**src/rtl/branch_resolve_unit_pkg.sv**
```systemverilog
// Shared encodings, BHT counter constants and the resolve datapath payload
// for the EX-stage branch resolve unit.
package branch_resolve_unit_pkg;

  localparam logic [0:0] ST_RUN   = 1'b0;
  localparam logic [0:0] ST_FLUSH = 1'b1;

  localparam logic [1:0] BHT_SNT  = 2'b00;
  localparam logic [1:0] BHT_WNT  = 2'b01;
  localparam logic [1:0] BHT_WT   = 2'b10;
  localparam logic [1:0] BHT_ST   = 2'b11;
  localparam logic [1:0] BHT_INIT = BHT_WNT;

  typedef struct packed {
    logic        taken;
    logic        mispred;
    logic [31:0] fix_pc;
  } resolve_t;

  // Saturating 2-bit counter step toward the observed outcome.
  function automatic logic [1:0] bht_next(input logic [1:0] cnt, input logic taken);
    logic [1:0] nxt;
    nxt = cnt;
    if (taken && cnt != BHT_ST)
      nxt = cnt + 2'd1;
    else if (!taken && cnt != BHT_SNT)
      nxt = cnt - 2'd1;
    return nxt;
  endfunction

endpackage

```
**src/rtl/branch_resolve_unit_bht.sv**
```systemverilog
// Branch history table: array of 2-bit saturating counters with one
// combinational read port (IF) and one edge-written update port (EX).
module branch_resolve_unit_bht
  import branch_resolve_unit_pkg::*;
#(
  parameter int unsigned ENTRIES = 64,
  parameter int unsigned IDX_W   = $clog2(ENTRIES)
) (
  input  logic             clk,
  input  logic             rst_n,
  input  logic [IDX_W-1:0] rd_idx,
  output logic             rd_taken_c,
  input  logic             upd_en,
  input  logic [IDX_W-1:0] upd_idx,
  input  logic             upd_taken
);

  logic [1:0] cnt_q [ENTRIES];

  // Writes land at the edge, so a same-cycle read sees the old counter.
  always_ff @(posedge clk or negedge rst_n) begin
    if (!rst_n) begin
      for (int i = 0; i < int'(ENTRIES); i++)
        cnt_q[i] <= BHT_INIT;
    end else if (upd_en) begin
      cnt_q[upd_idx] <= bht_next(cnt_q[upd_idx], upd_taken);
    end
  end

  assign rd_taken_c = cnt_q[rd_idx][1];

endmodule

```
**src/rtl/branch_resolve_unit.sv**
```systemverilog
// EX-stage branch resolution: outcome/target check against the IF prediction,
// registered redirect, multi-cycle wrong-path flush, perf counters and the BHT.
module branch_resolve_unit
  import branch_resolve_unit_pkg::*;
#(
  parameter int unsigned BHT_ENTRIES = 64,
  parameter int unsigned FLUSH_DEPTH = 2
) (
  input  logic        clk,
  input  logic        rst_n,
  input  logic [31:0] if_pc,
  output logic        if_pred_taken,
  input  logic        ex_valid,
  input  logic        ex_stall,
  input  logic        ex_is_branch,
  input  logic        ex_is_jal,
  input  logic        ex_is_jalr,
  input  logic [31:0] ex_pc,
  input  logic [31:0] ex_imm,
  input  logic [31:0] ex_rs1,
  input  logic        branch_result,
  input  logic        ex_pred_taken,
  input  logic [31:0] ex_pred_target,
  output logic        redirect_valid,
  output logic [31:0] redirect_pc,
  output logic        flush,
  output logic [31:0] perf_branches,
  output logic [31:0] perf_mispred
);

  localparam int unsigned IDX_W = $clog2(BHT_ENTRIES);
  localparam int unsigned CNT_W = (FLUSH_DEPTH > 1) ? $clog2(FLUSH_DEPTH) : 1;
  localparam logic [CNT_W-1:0] CNT_LOAD = CNT_W'(FLUSH_DEPTH - 1);

  logic [0:0]       state_q, state_d;
  logic [CNT_W-1:0] flush_cnt_q, flush_cnt_d;
  logic             redirect_valid_q, redirect_valid_d;
  logic [31:0]      redirect_pc_q, redirect_pc_d;
  logic             flush_q, flush_d;
  logic [31:0]      perf_branches_q, perf_branches_d;
  logic [31:0]      perf_mispred_q, perf_mispred_d;

  logic [31:0]      target;
  resolve_t         res;
  logic             resolve;
  logic             bht_en;
  logic             unused_if_pc;

  assign unused_if_pc = ^{if_pc[31:IDX_W+2], if_pc[1:0]};

  // Outcome, target and mispredict; JALR clears bit 0 of its target.
  always_comb begin
    target = ex_is_jalr ? ((ex_rs1 + ex_imm) & ~32'h1) : (ex_pc + ex_imm);
    res.taken   = ex_is_jal | ex_is_jalr | (ex_is_branch & branch_result);
    res.mispred = (res.taken != ex_pred_taken)
                | (res.taken & ex_pred_taken & (target != ex_pred_target));
    res.fix_pc  = res.taken ? target : (ex_pc + 32'd4);
  end

  assign resolve = ex_valid & ~ex_stall & (state_q == ST_RUN)
                 & (ex_is_branch | ex_is_jal | ex_is_jalr);
  assign bht_en  = resolve & ex_is_branch & ~ex_is_jal & ~ex_is_jalr;

  branch_resolve_unit_bht #(
    .ENTRIES (BHT_ENTRIES),
    .IDX_W   (IDX_W)
  ) u_bht (
    .clk        (clk),
    .rst_n      (rst_n),
    .rd_idx     (if_pc[IDX_W+1:2]),
    .rd_taken_c (if_pred_taken),
    .upd_en     (bht_en),
    .upd_idx    (ex_pc[IDX_W+1:2]),
    .upd_taken  (res.taken)
  );

  always_ff @(posedge clk or negedge rst_n) begin
    if (!rst_n) begin
      state_q          <= ST_RUN;
      flush_cnt_q      <= '0;
      redirect_valid_q <= 1'b0;
      redirect_pc_q    <= '0;
      flush_q          <= 1'b0;
      perf_branches_q  <= '0;
      perf_mispred_q   <= '0;
    end else begin
      state_q          <= state_d;
      flush_cnt_q      <= flush_cnt_d;
      redirect_valid_q <= redirect_valid_d;
      redirect_pc_q    <= redirect_pc_d;
      flush_q          <= flush_d;
      perf_branches_q  <= perf_branches_d;
      perf_mispred_q   <= perf_mispred_d;
    end
  end

  // Redirect is a single-cycle pulse; FLUSH ignores EX and counts down.
  always_comb begin
    state_d          = state_q;
    flush_cnt_d      = flush_cnt_q;
    redirect_valid_d = 1'b0;
    redirect_pc_d    = redirect_pc_q;
    flush_d          = flush_q;
    perf_branches_d  = perf_branches_q;
    perf_mispred_d   = perf_mispred_q;
    case (state_q)
      ST_RUN: begin
        if (resolve) begin
          perf_branches_d = perf_branches_q + 32'd1;
          if (res.mispred) begin
            perf_mispred_d   = perf_mispred_q + 32'd1;
            redirect_valid_d = 1'b1;
            redirect_pc_d    = res.fix_pc;
            flush_d          = 1'b1;
            flush_cnt_d      = CNT_LOAD;
            state_d          = ST_FLUSH;
          end
        end
      end
      ST_FLUSH: begin
        if (flush_cnt_q == '0) begin
          flush_d = 1'b0;
          state_d = ST_RUN;
        end else begin
          flush_cnt_d = flush_cnt_q - 1'b1;
        end
      end
      default: begin
        flush_d = 1'b0;
        state_d = ST_RUN;
      end
    endcase
  end

  assign redirect_valid = redirect_valid_q;
  assign redirect_pc    = redirect_pc_q;
  assign flush          = flush_q;
  assign perf_branches  = perf_branches_q;
  assign perf_mispred   = perf_mispred_q;

endmodule

```
**config.mk**
```make
export PLATFORM = sky130hd
export DESIGN_NAME = branch_resolve_unit
export DESIGN_NICKNAME = d
export VERILOG_FILES = /design/src/rtl/branch_resolve_unit_pkg.sv /design/src/rtl/branch_resolve_unit_bht.sv /design/src/rtl/branch_resolve_unit.sv
export SDC_FILE = /design/constraint.sdc
export NUM_CORES = 1
export LEC_CHECK = 0
export BUFFER_PORTS_ARGS = -buffer_cell sky130_fd_sc_hd__buf_2
export CORE_AREA = 2 2 221 223
export CTS_CLUSTER_DIAMETER = 120
export DETAILED_ROUTE_END_ITERATION = 12
export DIE_AREA = 0 0 223 225
export HOLD_SLACK_MARGIN = 0.08
export PLACE_DENSITY = 0.57
export RECOVER_POWER = 100
export SKIP_CTS_REPAIR_TIMING = 1
export SYNTH_ARGS = -nofsm -noshare
export SYNTH_HDL_FRONTEND = slang
export SYNTH_SLANG_ARGS = --single-unit
```
**constraint.sdc**
```tcl
create_clock -name clk -period 7.6 [get_ports clk]
set_input_delay 0.76 -clock clk [delete_from_list [all_inputs] [get_ports clk]]
set_output_delay 0.76 -clock clk [all_outputs]
set_load 0.05 [all_outputs]
```
==> results of run 1 <==
[stage by stage]
stage / hold WS [ps] / utilization [%]
detailed placement: 460 / 38.4
global placement: 459 / 38.4
floorplan: 458 / -
finish: 471 / 39.7
CTS: 261 / 40.2
global route: 493 / 39.7
[worst max-delay path by stage]
stage               slack [ps]               end        from
CTS                       2390  perf_mispred[10]    ex_pc[7]
global placement          1940  perf_mispred[10]    ex_pc[7]
global route              1260    redirect_valid       rst_n
detailed placement        1870  perf_mispred[14]    ex_pc[7]
finish                    1600  u_bht.cnt_q[109]    ex_pc[4]
floorplan                 2420   redirect_pc[22]  ex_is_jalr
[flip-flops by register name, indices dropped and copies added (netlist names)]
| name | flops |
|---|---|
| state_q | 1 |
| redirect_pc | 32 |
| perf_mispred | 32 |
| perf_branches | 32 |
| flush | 1 |
| flush_cnt_q | 1 |
| redirect_valid | 1 |
| u_bht.cnt_q | 128 |
[synthesized netlist by cell type, types with 7 or more instances]
cell | n | share of area (%)
nor3_1 | 48 | 1.5
ha_1 | 67 | 5.1
clkbuf_1 | 80 | 1.8
dfrtp_1 | 164 | 25
mux2_4 | 16 | 1.5
mux4_2 | 21 | 2.9
a221oi_1 | 14 | 0.74
nand4_1 | 51 | 1.9
mux2i_1 | 22 | 1.3
a22o_1 | 10 | 0.53
a21o_1 | 21 | 0.96
xor2_1 | 77 | 4.1
o211ai_1 | 14 | 0.64
nand3_1 | 47 | 1.4
buf_2 | 10 | 0.30
nand2_1 | 263 | 6.0
or3_1 | 7 | 0.27
dfstp_2 | 64 | 10
and3_1 | 24 | 0.91
o21a_1 | 13 | 0.59
a21oi_1 | 140 | 4.2
and4_1 | 11 | 0.58
a22oi_1 | 49 | 2.2
nor4_1 | 13 | 0.49
xnor2_1 | 86 | 4.6
buf_1 | 7 | 0.16
o21ai_1 | 7 | 0.21
nor2_1 | 181 | 4.1
inv_1 | 25 | 0.57
a211oi_1 | 19 | 0.86
a31oi_1 | 13 | 0.49
nor3b_1 | 16 | 0.73
nand4b_1 | 7 | 0.37
o21ai_0 | 153 | 4.6
and2_1 | 9 | 0.34
mux2_1 | 10 | 0.68
[metal layers]
metal | vias to the layer above | share of wire, %
met3 | 86 | 5.5
met1 | 7497 | 48
met4 | 2 | 2.6
met5 | - | 0.023
li1 | 7349 | -
met2 | 518 | 44
[power by group through the flow]
stage / Clock [mW] / Combinational, mW / Sequential, mW
CTS: 1.25 / 1.46 / 1.44
detailed placement: 0 / 1.46 / 1.46
finish: 1.21 / 1.40 / 1.44
floorplan: 0 / 0.641 / 1.81
global placement: 0 / 1.45 / 1.46
global route: 1.31 / 1.50 / 1.46
[worst max-delay path, delay by kind of cell]
kind,cells,cell delay [ps]
AOI/OAI and AO/OA,4,1450
adders and majority gates,1,320
buffers and inverters,4,2600
and+or+nand+nor,5,1140
[cells by family after synthesis]
group / count (synthesis) / synth area share [%]
AO/OA/AOI/OAI: 522 / 19.9
buffers and inverters: 126 / 3.08
adder cells (fa/ha/maj): 69 / 5.32
XOR/XNOR: 167 / 9.20
AND/OR/NAND/NOR: 723 / 20.8
multiplexers: 74 / 6.68
flip-flops: 228 / 35.1
[final cells by class]
cell class	instances	area [um^2]	area share, %
diodes	1	2.50	0.0133
inverters	26	97.6	0.517
clock buffers	38	746	3.95
well taps	615	769	4.08
flip-flops and latches	228	5790	30.7
multi-input cells	1555	10200	54.0
clock inverters	10	71.3	0.378
repair buffers	260	1210	6.42
[cells in the final DEF, fill, tap and decap left out, types with 13 or more instances in the layout]
master     count
xnor2_1       86
dfrtp_1      164
mux4_2        21
nor3_1        46
nand3_1       47
nand2_1      263
nor3b_1       15
inv_1         25
dfstp_2       64
mux2i_1       22
nor2_1       180
ha_1          67
mux2_1        26
a21o_1        21
buf_4         16
a211oi_1      19
a31oi_1       13
o21a_1        13
a22oi_1       49
o21ai_0      153
and3_1        24
xor2_1        76
nand4_1       51
clkbuf_1     111
o211ai_1      14
a221oi_1      14
buf_2        139
nor4_1        14
a21oi_1      140
clkbuf_16     26
==> impl_metrics.json, run 1 <==
{
  "root_buffer": "clkbuf_16",
  "maxSlewViolCount": 191,
  "rsz0062_at_grt": "false",
  "io_buffers": 241,
  "fin_area_um2": 18900,
  "hold_viol_final": 0,
  "cpPeakStageDelay_ps": 1090,
  "worst_setup_path_end_kind": "flip-flop",
  "pwr-share-seq_pct": 35.6,
  "netlist_instances": 1909,
  "core_um2": 47500,
  "met3_usage_pct": 3.12,
  "path_class": "in2reg",
  "grt_pass1_wl_um": 87200,
  "first_iter_violations": 1508,
  "clk_latency_ps": 560,
  "r2r-end": "u_bht.cnt_q[109]",
  "slew_headroom_pct": -260,
  "syn_area_um2": 16500,
  "fin_cells": 2733,
  "vias_per_cell": 5.65,
  "critical_path_required_ps": 7960,
  "p_sw_share_pct": 40.5,
  "synth-edff-count": 0,
  "hpwlAfterDp_um": 43700,
  "outcome": "finished, violations left",
  "drc": 0,
  "cp_max_fo": 64,
  "ys_ff_latch": 228,
  "die_h_um": 225,
  "die_area_um2": 50200,
  "clockPowerShare_pct": 29.9,
  "clock.fmax_mhz": 167,
  "io_pins": 268,
  "synthToLayoutAreaGrowth_pct": 14.4,
  "holdPathStages": 1,
  "grt_pass1_vias": 14600,
  "path_clk_slew_ps": 60,
  "h-tree-depth": 1,
  "worstHoldStart": "perf_mispred[31]",
  "critPathSlowestCell": "clkbuf_2",
  "finalClockSkew_ps": 33.9,
  "p_int_mw": 2.41,
  "worstPathCellList": "clkbuf_1, and3b_1, clkbuf_1, a22oi_1, nand4_1, nor2_1, a311o_1, a31oi_1, inv_1, ha_1, nor3b_1, nor3_2, clkbuf_2, o21ai_0",
  "whs_endpoint": "perf_mispred[31]",
  "finalCritPeriodShare_pct": 79.0,
  "clockBufferDepth": 3,
  "start_util_pct": 34.7,
  "yosysSeqAreaShare_pct": 35.1,
  "tightestPinTransition_ps": 5400,
  "synthesis.nets": 2147,
  "drtPass1Iterations": 6,
  "cts_buffers": 26,
  "fillCellCount": 4809,
  "grt_busiest_layer": "met2",
  "yosysWarnings": 0,
  "use_met2_pct": 33.6,
  "period_minus_slack_ps": 6000,
  "netSwitchingPower_mw": 1.64,
  "num_rows": 80,
  "cts_tree": "yes",
  "setup.worst_path.start_class": "input pin",
  "hold_class": "reg2reg",
  "setup_tns_ps": 0,
  "r2r-start": "u_bht.cnt_q[110]",
  "place_ws_ps": 1870,
  "via_count": 15500,
  "p_total_mw": 4.05,
  "wl_um": 57300,
  "synth-main-ff-cell": "dfrtp_1",
  "ys_types": 89,
  "wl_per_cell_um": 21.0,
  "gr-usage-met1_pct": 33.2,
  "drv_cap": 4,
  "ff2ff_path_depth": 11,
  "fin_ws_ps": 1600,
  "nets": 2335,
  "synthArstFlopShare_pct": 100,
  "reg2reg_slack_ps": 3350,
  "finalSetupViolCount": 0,
  "synth_area_per_cell_um2": 8.64,
  "violations": "max-capacitance violations, max-slew violations",
  "dp.cells": 2684,
  "grt_overflow": 0,
  "cp_common_cell": "clkbuf_1",
  "drive_gt1_share_pct": 14.9,
  "antenna_left": 0,
  "placement.cell_area_um2": 18300,
  "cp.arrival_ps": 6370,
  "vdd_drop_max_uv": 292,
  "power.leakage_nw": 7.82,
  "place_congestion": 0.909,
  "grt_max_degree": 98,
  "die_w_um": 223,
  "track_usage_pct": 22.2,
  "power.share.combinational_pct": 34.5,
  "p_per_area_nw_per_um2": 215,
  "clock_sinks": 228,
  "antenna_found_initial": 3
}
Note: power is estimated with default switching activity, not from simulation.
==> inputs of run 2 (changes only) <==
--- a/config.mk
+++ b/config.mk
@@ -11,7 +11,7 @@
 export DETAILED_ROUTE_END_ITERATION = 12
 export DIE_AREA = 0 0 223 225
 export HOLD_SLACK_MARGIN = 0.08
-export PLACE_DENSITY = 0.57
+export PLACE_DENSITY = 0.59
 export RECOVER_POWER = 100
 export SKIP_CTS_REPAIR_TIMING = 1
 export SYNTH_ARGS = -nofsm -noshare
==> constraint.sdc (replaced) <==
create_clock -name clk -period 5 [get_ports clk]
set_input_delay 0.5 -clock clk [delete_from_list [all_inputs] [get_ports clk]]
set_output_delay 0.5 -clock clk [all_outputs]
set_load 0.05 [all_outputs]
==> impl_metrics.json, run 2 (synthesized netlist as in run 1, its figures left out) <==
{
  "io_buffers": 241,
  "start_util_pct": 34.7,
  "grt_overflow": 0,
  "maxSlewViolCount": 107,
  "regMostFlops": "u_bht.cnt_q",
  "fin_ws_ps": 549,
  "whs_endpoint": "redirect_pc[0]",
  "die_area_um2": 50200,
  "vdd_drop_max_uv": 321,
  "utilization_pct": 40.4,
  "drv_cap": 2,
  "antenna_found_initial": 6,
  "num_rows": 80,
  "path_class": "in2reg",
  "holdPathStages": 4,
  "h-tree-depth": 1,
  "period_minus_slack_ps": 4450,
  "hpwlAfterDp_um": 44200,
  "multiInputGateArea_um2": 10200,
  "core_um2": 47500,
  "grt_max_degree": 97,
  "worst_setup_path_end_kind": "flip-flop",
  "antenna_left": 0,
  "cp_max_fo": 31,
  "register_area_um2": 5790,
  "reg2reg_slack_ps": 1860,
  "drtPass1Iterations": 6,
  "cts_buffers": 25,
  "first_iter_violations": 1271,
  "synthToLayoutAreaGrowth_pct": 16.4,
  "root_buffer": "clkbuf_16",
  "via_count": 15600,
  "critical_path_required_ps": 5420,
  "clock_sinks": 228,
  "tightestPinTransition_ps": 2250,
  "setup_tns_ps": 0,
  "r2r-end": "u_bht.cnt_q[13]",
  "largest_register_ffs": 128,
  "worstHoldStart": "ex_pc[0]",
  "clock.fmax_mhz": 225,
  "wl_per_cell_um": 20.7,
  "finalCritPeriodShare_pct": 89.0,
  "clk_latency_ps": 540,
  "ff2ff_path_depth": 13,
  "p_per_area_nw_per_um2": 320,
  "layout_common_cells": "263 x nand2_1, 182 x nor2_1, 164 x dfrtp_1",
  "hold_class": "in2reg",
  "drc": 0,
  "die_h_um": 225,
  "setup.worst_path.start_class": "input pin",
  "grt_pass1_vias": 15100,
  "path_clk_slew_ps": 60,
  "place_ws_ps": 172,
  "io_pins": 268,
  "clockBufferDepth": 3,
  "cts_tree": "yes",
  "final_common_cell": "nand2_1",
  "place_congestion": 0.905,
  "drive_gt1_share_pct": 16.3,
  "hold_viol_final": 0,
  "outcome": "finished, violations left",
  "rsz0062_at_grt": "false",
  "fillCellCount": 4865,
  "finalClockSkew_ps": 19.1,
  "cp.arrival_ps": 4870,
  "finalSetupViolCount": 0,
  "grt_pass1_wl_um": 88000,
  "violations": "max-capacitance violations, max-slew violations",
  "p_total_mw": 6.14,
  "nets": 2376,
  "wl_um": 57300,
  "r2r-start": "u_bht.cnt_q[48]",
  "slew_headroom_pct": -49.8,
  "power.leakage_nw": 8.04,
  "die_w_um": 223,
  "vias_per_cell": 5.61,
  "track_usage_pct": 22.3
}
## run 2: report_power, final
group / internal [mW] / switching [mW] / total [mW]
Clock: 1.01 / 0.764 / 1.77
Sequential: 2.04 / 0.152 / 2.19
Combinational: 0.630 / 1.54 / 2.17
## run 2: how the worst max path moves through the flow
stage / from / to / cells past startpoint
floorplan: ex_is_jalr / redirect_pc[22] / 18
global placement: ex_imm[0] / redirect_pc[7] / 18
detailed placement: ex_imm[0] / redirect_pc[8] / 18
CTS: ex_imm[0] / redirect_pc[8] / 18
global route: ex_imm[0] / redirect_pc[3] / 17
finish: ex_imm[0] / redirect_pc[3] / 17
## run 2: worst max-delay path, stage by stage
cell and delay [ps]:
clkbuf_1 120, ha_1 220, fa_1 410, a211oi_1 310
o21ai_1 230, a21boi_0 430, nor4_1 90, a2111oi_0 440
o21ai_1 170, xor2_1 170, nor4b_1 410, nand4_1 280
nor4_4 300, buf_4 160, nor2_1 60, buf_12 190
mux2_1 330
## run 2: cell type report
| class | instances | share of cell area, % |
|---|---|---|
| multi-input cells | 1555 | 53.0 |
| clock inverters | 7 | 0.215 |
| repair buffers | 302 | 8.29 |
| diodes | 2 | 0.0261 |
| well taps | 615 | 4.01 |
| flip-flops and latches | 228 | 30.1 |
| inverters | 26 | 0.508 |
| clock buffers | 38 | 3.82 |
## run 2: layer usage
metal / vias to the layer above / share of wire [%] / track usage [%]
li1: 7439 / - / -
met1: 7486 / 47 / 32.2
met2: 515 / 44 / 33.9
met3: 110 / 5.9 / 3.81
met4: 8 / 3.1 / 6.88
met5: - / 0.086 / 0
## run 2: metrics by stage
step | hold WS [ps] | std cells | instance area, um^2
after global routing | 368 | 2773 | 19200
final | 328 | 2773 | 19200
after CTS | -5.57 | 2770 | 19400
after floorplan | 204 | 1909 | 16500
after detailed placement | 457 | 2725 | 18600
after global placement | 459 | 2725 | 18600
==> inputs of run 3 (changes only) <==
--- a/config.mk
+++ b/config.mk
@@ -6,14 +6,15 @@
 export NUM_CORES = 1
 export LEC_CHECK = 0
 export BUFFER_PORTS_ARGS = -buffer_cell sky130_fd_sc_hd__buf_2
-export CORE_AREA = 2 2 221 223
+export CORE_AREA = 2 2 230 232
 export CTS_CLUSTER_DIAMETER = 120
 export DETAILED_ROUTE_END_ITERATION = 12
-export DIE_AREA = 0 0 223 225
+export DIE_AREA = 0 0 232 234
 export HOLD_SLACK_MARGIN = 0.08
 export PLACE_DENSITY = 0.59
 export RECOVER_POWER = 100
 export SKIP_CTS_REPAIR_TIMING = 1
 export SYNTH_ARGS = -nofsm -noshare
 export SYNTH_HDL_FRONTEND = slang
+export SYNTH_HIERARCHICAL = 1
 export SYNTH_SLANG_ARGS = --single-unit
==> impl_metrics.json, run 3 <==
{
  "cp_common_cell": "nor4_1",
  "drc": 0,
  "fin_ws_ps": 283,
  "synth_area_per_cell_um2": 8.54,
  "synth_top_cells_by_area": "dfrtp_1 23%, dfstp_2 9.3%, nand2_1 6.4%, ha_1 4.7%, xnor2_1 4.4%",
  "synthesis.nets": 2345,
  "largest_register_ffs": 128,
  "rsz0062_at_grt": "false",
  "die_w_um": 232,
  "power.leakage_nw": 8.61,
  "yosysTopAreaCellShare_pct": 22.8,
  "p_total_mw": 6.33,
  "dp.cells": 2959,
  "yosysMostFrequentCell": "nand2_1",
  "core_um2": 52000,
  "h-tree-depth": 1,
  "die_h_um": 234,
  "finalClockSkew_ps": 39.2,
  "cp.arrival_ps": 5130,
  "place_congestion": 0.936,
  "tightestPinTransition_ps": 2890,
  "critPathSlowestCell": "clkbuf_1",
  "wl_per_cell_um": 20.9,
  "maxSlewViolCount": 166,
  "root_buffer": "clkbuf_16",
  "pwr-share-seq_pct": 34.2,
  "via_count": 17500,
  "synthTopCellsByCount": "305 x nand2_1, 164 x dfrtp_1, 151 x nor2_1",
  "synth-main-ff-cell": "dfrtp_1",
  "ys_types": 92,
  "antenna_left": 0,
  "outcome": "finished, violations left",
  "grt_pass1_vias": 16400,
  "cts_buffers": 28,
  "finalCritPeriodShare_pct": 94.3,
  "worstPathCellList": "buf_2, clkbuf_1, o211ai_1, o31a_1, a2111oi_2, o221a_2, and3_1, o2111ai_1, nor4_1, nand2_2, o211ai_4, buf_4, nor4_1, xor2_1",
  "hold_viol_final": 0,
  "clk_latency_ps": 580,
  "p_per_area_nw_per_um2": 306,
  "die_area_um2": 54300,
  "io_pins": 268,
  "worst_setup_path_end_kind": "flip-flop",
  "cts_tree": "yes",
  "regMostFlops": "u_bht/cnt_q",
  "antenna_found_initial": 0,
  "synth-edff-count": 0,
  "netlist_instances": 2107,
  "nets": 2540,
  "clockPowerShare_pct": 32.1,
  "num_rows": 84,
  "slew_headroom_pct": -92.4,
  "grt_pass1_wl_um": 96000,
  "setup.worst_path.start_class": "input pin",
  "io_buffers": 241,
  "p_sw_share_pct": 39.8,
  "cpPeakStageDelay_ps": 1280,
  "first_iter_violations": 1343,
  "vias_per_cell": 5.79,
  "clock.fmax_mhz": 212,
  "drive_gt1_share_pct": 16.7,
  "hold_class": "in2reg",
  "start_util_pct": 34.6,
  "fin_area_um2": 20700,
  "synthArstFlopShare_pct": 100,
  "syn_area_um2": 18000,
  "placement.cell_area_um2": 20000,
  "ys_ff_latch": 228,
  "layout_common_cells": "305 x nand2_1, 164 x dfrtp_1, 151 x nor2_1",
  "path_class": "in2reg",
  "yosysWarnings": 6,
  "path_clk_slew_ps": 60,
  "yosysSeqAreaShare_pct": 32.1,
  "p_int_mw": 3.81,
  "cp_max_fo": 39,
  "fin_cells": 3012,
  "critical_path_required_ps": 5420,
  "place_ws_ps": -29.9,
  "drtPass1Iterations": 5,
  "vdd_drop_max_uv": 315,
  "clockBufferDepth": 3,
  "finalSetupViolCount": 0,
  "drv_cap": 3,
  "netSwitchingPower_mw": 2.52,
  "clock_sinks": 228,
  "period_minus_slack_ps": 4720,
  "synthToLayoutAreaGrowth_pct": 15.1,
  "wl_um": 63000,
  "power.share.combinational_pct": 33.6,
  "hpwlAfterDp_um": 46000,
  "violations": "max-capacitance violations, max-slew violations",
  "utilization_pct": 39.8,
  "grt_max_degree": 121,
  "track_usage_pct": 22.5,
  "grt_overflow": 0,
  "final_common_cell": "nand2_1",
  "diodes": 0,
  "synth_top_area_cell": "dfrtp_1"
}
==> run 3: cell types whose count changed after synthesis, sizes merged, moves of 34 or more <==
cell   previous run  this run
buf              20        56
nand2           263       306
nand3            47        95
a21oi           140        97
o31ai             8        68
a22oi            49        15
==> run 3: cell families (layout without fill, tap and decap cells) <==
| family | Yosys count | in the layout | share of synthesized area [%] |
|---|---|---|---|
| and+or+nand+nor | 871 | 871 | 23.6 |
| AOI/OAI and AO/OA | 526 | 526 | 20.2 |
| DFF | 228 | 228 | 32.1 |
| buffers and inverters | 176 | 393 | 4.48 |
| xor gates and xnor gates | 156 | 156 | 7.83 |
| muxes | 81 | 81 | 6.81 |
| adders and majority gates | 69 | 69 | 4.88 |
==> run 3: area by class of cell <==
type                            instances  area, um^2
Timing Repair Buffer                  308        1670
Fill cell                            5248       31300
Tap cell                              688         861
Inverter                               33         124
Clock buffer                           40         766
Sequential cell                       228        5790
Multi-Input combinational cell       1703       11400
Clock inverter                         12         134
==> run 3: per-layer routing <==
layer | routed length (um) | global-route usage (%) | vias to the layer above
met2 | 28600 | 36.1 | 620
met1 | 28500 | 31.2 | 8544
met3 | 4130 | 3.55 | 109
li1 | - | - | 8178
met5 | 0 | 0 | -
met4 | 1730 | 6.15 | 0
==> run 3: critical path: cells and delay by family <==
| kind | cells | cell delay, ps |
|---|---|---|
| XOR/XNOR | 1 | 160 |
| AND/OR/NAND/NOR | 4 | 1020 |
| AO/OA/AOI/OAI | 6 | 1700 |
| buffers and inverters | 3 | 1730 |
==> run 3: path summary, 6_finish.rpt <==
path	slack (ps)	startpoint	depth (start not counted)	end
worst max-delay path	280	ex_is_jalr	14	perf_mispred[24]
worst min-delay path	240	ex_pc[0]	3	redirect_pc[0]
worst max register to register	1190	u_bht/cnt_q[73]	10	u_bht/cnt_q[52]
worst min register to register	470	u_bht/cnt_q[60]	2	u_bht/cnt_q[60]
max in group asynchronous	1890	rst_n	2	redirect_pc[21]
min in group asynchronous	1340	rst_n	2	u_bht/cnt_q[19]
==> run 3: power groups by stage <==
| stage | clock network (mW) | logic, mW | registers (mW) |
|---|---|---|---|
| detailed placement | 0 | 2.17 | 2.19 |
| global placement | 0 | 2.15 | 2.19 |
| finish | 2.03 | 2.13 | 2.17 |
| floorplan | 0 | 0.961 | 2.68 |
| global route | 2.17 | 2.30 | 2.19 |
| CTS | 2.10 | 2.18 | 2.17 |
==> run 3: per-stage QoR <==
stage / TNS, ps / hold slack, ps
floorplan: 0 / 204
global placement: 0 / 457
detailed placement: -90.1 / 464
CTS: 0 / 25.7
global route: 0 / 246
finish: 0 / 241
